$ cat src/rtl/rom_read_sequencer.sv
// rom_read_sequencer
// Walks a parallel ROM from a latched start address to a latched end address.
// Each cell is read with a programmable setup phase (address + chip-select
// stable before output-enable) and a programmable access phase (output-enable
// low before the data bus is sampled). The captured byte and its address are
// handed downstream on a valid/ready handshake before the next cell is read.
// Every output is driven straight from a register so the ROM pins and the
// address display see glitch-free levels.
module rom_read_sequencer #(
    parameter int ADDR_WIDTH    = 9,
    parameter int DATA_WIDTH    = 8,
    parameter int SETUP_CYCLES  = 2,
    parameter int ACCESS_CYCLES = 5
) (
    input  logic                  clk,
    input  logic                  reset,
    input  logic                  start,
    input  logic [ADDR_WIDTH-1:0] start_address,
    input  logic [ADDR_WIDTH-1:0] end_address,
    input  logic [DATA_WIDTH-1:0] rom_data,
    input  logic                  data_ready,
    output logic [ADDR_WIDTH-1:0] rom_address,
    output logic                  rom_cs_n,
    output logic                  rom_oe_n,
    output logic [DATA_WIDTH-1:0] data_out,
    output logic [ADDR_WIDTH-1:0] data_addr,
    output logic                  data_valid,
    output logic                  busy,
    output logic                  done,
    output logic                  range_error
);

    // Phase counters count 0..N-1; the transition happens on the last count.
    localparam logic [7:0] SETUP_LAST  = 8'(SETUP_CYCLES - 1);
    localparam logic [7:0] ACCESS_LAST = 8'(ACCESS_CYCLES - 1);
    localparam logic [ADDR_WIDTH-1:0] ADDR_STEP = ADDR_WIDTH'(1);

    typedef enum logic [2:0] {
        ST_IDLE,
        ST_SETUP,
        ST_ACCESS,
        ST_HANDOFF,
        ST_FINISH
    } state_t;

    state_t                state_reg;
    logic [7:0]            phase_cnt_reg;
    // Only the end of the range needs to be kept; the start address lives in
    // rom_address itself once the sweep begins, so the range inputs are free
    // to change while busy.
    logic [ADDR_WIDTH-1:0] end_addr_reg;

    // Sweep sequencer: state, phase counter, ROM strobes and handshake outputs.
    always_ff @(posedge clk) begin
        if (reset) begin
            state_reg     <= ST_IDLE;
            phase_cnt_reg <= 8'd0;
            end_addr_reg  <= '0;
            rom_address   <= '0;
            rom_cs_n      <= 1'b1;
            rom_oe_n      <= 1'b1;
            data_out      <= '0;
            data_addr     <= '0;
            data_valid    <= 1'b0;
            busy          <= 1'b0;
            done          <= 1'b0;
            range_error   <= 1'b0;
        end else begin
            // done and range_error are single-cycle pulses unless re-armed below.
            done        <= 1'b0;
            range_error <= 1'b0;

            case (state_reg)
                ST_IDLE: begin
                    if (start) begin
                        if (end_address >= start_address) begin
                            end_addr_reg  <= end_address;
                            rom_address   <= start_address;
                            rom_cs_n      <= 1'b0;
                            busy          <= 1'b1;
                            phase_cnt_reg <= 8'd0;
                            state_reg     <= ST_SETUP;
                        end else begin
                            // Empty range: report and stay put, ROM untouched.
                            done        <= 1'b1;
                            range_error <= 1'b1;
                        end
                    end
                end

                ST_SETUP: begin
                    if (phase_cnt_reg == SETUP_LAST) begin
                        phase_cnt_reg <= 8'd0;
                        rom_oe_n      <= 1'b0;
                        state_reg     <= ST_ACCESS;
                    end else begin
                        phase_cnt_reg <= phase_cnt_reg + 8'd1;
                    end
                end

                ST_ACCESS: begin
                    if (phase_cnt_reg == ACCESS_LAST) begin
                        // Sample while OE is still low; release OE on the same edge.
                        phase_cnt_reg <= 8'd0;
                        data_out      <= rom_data;
                        data_addr     <= rom_address;
                        data_valid    <= 1'b1;
                        rom_oe_n      <= 1'b1;
                        state_reg     <= ST_HANDOFF;
                    end else begin
                        phase_cnt_reg <= phase_cnt_reg + 8'd1;
                    end
                end

                ST_HANDOFF: begin
                    // data_valid is always 1 here, so ready alone completes the transfer.
                    if (data_ready) begin
                        data_valid <= 1'b0;
                        if (rom_address == end_addr_reg) begin
                            // Compare before incrementing so the top address never wraps.
                            rom_cs_n  <= 1'b1;
                            done      <= 1'b1;
                            state_reg <= ST_FINISH;
                        end else begin
                            rom_address <= rom_address + ADDR_STEP;
                            state_reg   <= ST_SETUP;
                        end
                    end
                end

                ST_FINISH: begin
                    busy      <= 1'b0;
                    state_reg <= ST_IDLE;
                end

                default: begin
                    state_reg <= ST_IDLE;
                end
            endcase
        end
    end

endmodule

$ cat config.mk
export PLATFORM = sky130hd
export DESIGN_NAME = rom_read_sequencer
export DESIGN_NICKNAME = d
export VERILOG_FILES = /design/src/rtl/rom_read_sequencer.sv
export SDC_FILE = /design/constraint.sdc
export NUM_CORES = 1
export LEC_CHECK = 0
export CORE_MARGIN = 5
export CORE_UTILIZATION = 30
export CTS_CLUSTER_SIZE = 10
export DETAILED_ROUTE_END_ITERATION = 6
export GPL_ROUTABILITY_DRIVEN = 0
export MAX_ROUTING_LAYER = met4
export PLACE_DENSITY = 0.59
export SYNTH_ARGS = -nofsm -noshare
export SYNTH_HDL_FRONTEND = slang
export SYNTH_SLANG_ARGS = --single-unit
export TNS_END_PERCENT = 10
$ cat constraint.sdc
create_clock -name clk -period 2.6 [get_ports clk]
set_input_delay 0.78 -clock clk [delete_from_list [all_inputs] [get_ports clk]]
set_output_delay 0.78 -clock clk [all_outputs]
set_load 0.1 [all_outputs]
==> results.json <==
{
  "synth_edf_count": 0,
  "p_per_area_nw_per_um2": 647.3,
  "first_pass_iters": 4,
  "cp_common_cell": "a21o_1",
  "synth-seq-cells": 52,
  "cts_hold_buf": 0,
  "synth_seq_area_share_pct": 38.06,
  "period_share_pct": 95.40,
  "maxCapViolations": 0,
  "drtAntennaViolNets": 0,
  "start_util_pct": 31.06,
  "drt_iter0_markers": 145,
  "ir_worst_vdd_v": 0.0002728,
  "place_area_sq_um": 3517,
  "cts_tree": "built",
  "hpwlAfterDp_um": 5438,
  "root_buffer": "clkbuf_8",
  "grt_pass1_wl_um": 12010,
  "clock-sinks": 52,
  "die_area_sq_um": 11130,
  "critPathSlowestCell": "a221o_1",
  "grt_max_degree": 41,
  "cts_max_path_buffers": 2,
  "async_flop_share_pct": 0,
  "groute.usage.overall_pct": 13.45,
  "rr_worst_depth": 6,
  "path_clk_slew_ns": 0.10,
  "multi_input_area_sq_um": 1593,
  "wl_per_cell_um": 15.13,
  "io_buffers": 61,
  "final_cell_mix": "buf_4 (66), dfxtp_1 (52), nor2_1 (41)",
  "die_w_um": 105.5,
  "ys.flop_type": "dfxtp_1",
  "diodes": 0,
  "hp-class": "reg2reg",
  "crit_chain": "dlygate4sd2_1, ha_1, a21o_1, a21o_1, a221o_1, o211ai_4, buf_6, mux2i_1, nor2_1",
  "hold_viol_final": 0,
  "dieHeight_um": 105.5,
  "slowest_delay_ns": 0.37,
  "regArea_sq_um": 1041,
  "critPathMaxFanout": 7,
  "p_total_uw": 2405,
  "fillers": 879,
  "num_vias": 2441,
  "status": "finished clean",
  "path_buf_inv": 2,
  "ys_warn_count": 0,
  "htreeDepth": 2,
  "cp.arrival_ns": 2.68,
  "maxSlewHeadroom_pct": 53.97,
  "rows": 34,
  "path_depth": 9,
  "critPathTopFamily": "compound AO/OA/AOI/OAI gates",
  "gr-total-overflow": 0,
  "critPathKind": "in2reg",
  "numCtsBuffers": 5,
  "fin_crit_ns": 2.480,
  "finClkSkew_ns": 0.01032,
  "mostFrequentLayoutCell": "buf_4",
  "yosysTopAreaCellShare_pct": 38.06,
  "coreArea_sq_um": 8806,
  "p_leak_uw": 0.001645,
  "detail_route.vias_per_cell": 4.992,
  "nNetsFinal": 423,
  "synthToLayoutAreaGrowth_pct": 35.82,
  "drcViolationCount": 0,
  "holdPathStages": 1,
  "layout-drive-gt1-share_pct": 28.61,
  "yosysTopAreaCell": "dfxtp_1",
  "antenna_found_initial": 0,
  "finish.instance_area_sq_um": 3715,
  "synth_cells": 295,
  "cp.required_ns": 2.80,
  "syn_area_per_cell_sq_um": 9.272,
  "setup_violations": 0,
  "drt-total-wl_um": 7399,
  "synth_area_leaders": "dfxtp_1 (38%), mux2i_1 (9.9%), ha_1 (5.9%)",
  "grt_pass1_vias": 2433,
  "worst_slew_pin_slew_ns": 0.6904,
  "max_freq_mhz": 403.2,
  "synth_area_sq_um": 2735,
  "crit_path_start_kind": "primary input",
  "synth_fp_nets": 338,
  "maxSlewViolCount": 0,
  "insertion_delay_ns": 0.31,
  "ios": 62,
  "cp-end-kind": "register",
  "synth_cell_types": 52
}
==> cell families (layout without fill, tap and decap cells) <==
logic type               Yosys count  count (layout)  synth area share [%]
AND/OR/NAND/NOR                  104             104                 20.08
AO/OA/AOI/OAI                     55              55                 15.69
flip-flops                        52              52                 38.06
buffers and inverters             34             120                 7.136
multiplexers                      27              27                 9.881
adder cells (fa/ha/maj)           13              13                 5.947
XOR/XNOR                          10              10                 3.202
==> metrics by stage <==
stage | setup slack [ns] | util (%) | hold slack (ns) | instances | setup TNS (ns)
global placement | -0.6288 | 39.94 | 0.4524 | 478 | -18.51
detailed placement | -0.7209 | 39.94 | 0.4591 | 478 | -20.27
floorplan | 0.04559 | - | 0.4781 | 295 | 0
finish | 0.1197 | 42.19 | 0.4846 | 489 | 0
global route | -0.006485 | 42.19 | 0.5191 | 489 | -0.006485
CTS | 0.002957 | 41.87 | 0.4867 | 489 | 0
==> path summary, 6_finish.rpt <==
kind,start,to,slack [ns]
max,end_address[5],end_addr_reg[8],0.12
min reg2reg,rom_oe_n,rom_oe_n,0.48
min,rom_oe_n,rom_oe_n,0.48
max reg2reg,state_reg[1],phase_cnt_reg[7],0.49
==> metal layers <==
metal / global-route usage, % / share of wire (%) / vias to the layer above
met3: 1.895 / 3.3 / 8
met2: 22.81 / 50 / 58
li1: - / - / 1234
met4: 3.561 / 1.1 / 0
met1: 16.76 / 45 / 1141
met5: - / 0 / -
==> synthesized netlist by cell type, types with 9 or more instances <==
master / number
a21oi_1: 12
o31ai_1: 9
ha_1: 13
dfxtp_1: 52
mux2i_1: 27
nand2_1: 12
inv_1: 14
and3_1: 9
nor2_1: 42
nand4_1: 9
clkbuf_1: 9
==> report_power, final <==
group	internal (uW)	leakage, uW	switching (uW)	total (uW)
clock network	218	0.0000516	277	495
logic	342	0.00117	627	969
registers	860	0.000422	80.6	941
==> final cells by class <==
cell class                 count  share of cell area (%)
multi-input combinational    209                   42.88
sequential                    52                   28.02
timing repair buffer          98                   21.46
tap                          108                   3.638
clock buffer                   6                   2.223
inverter                      14                   1.415
clock inverter                 2                  0.3705
==> repair_timing <==
item	4_1_cts	5_1_grt
gates cloned	0	0
setup endpoints to repair	34	28
pin swaps	16	5
resized for setup	31	17
buffers inserted	3	0
No activity file was read; power rests on OpenSTA's default activity.
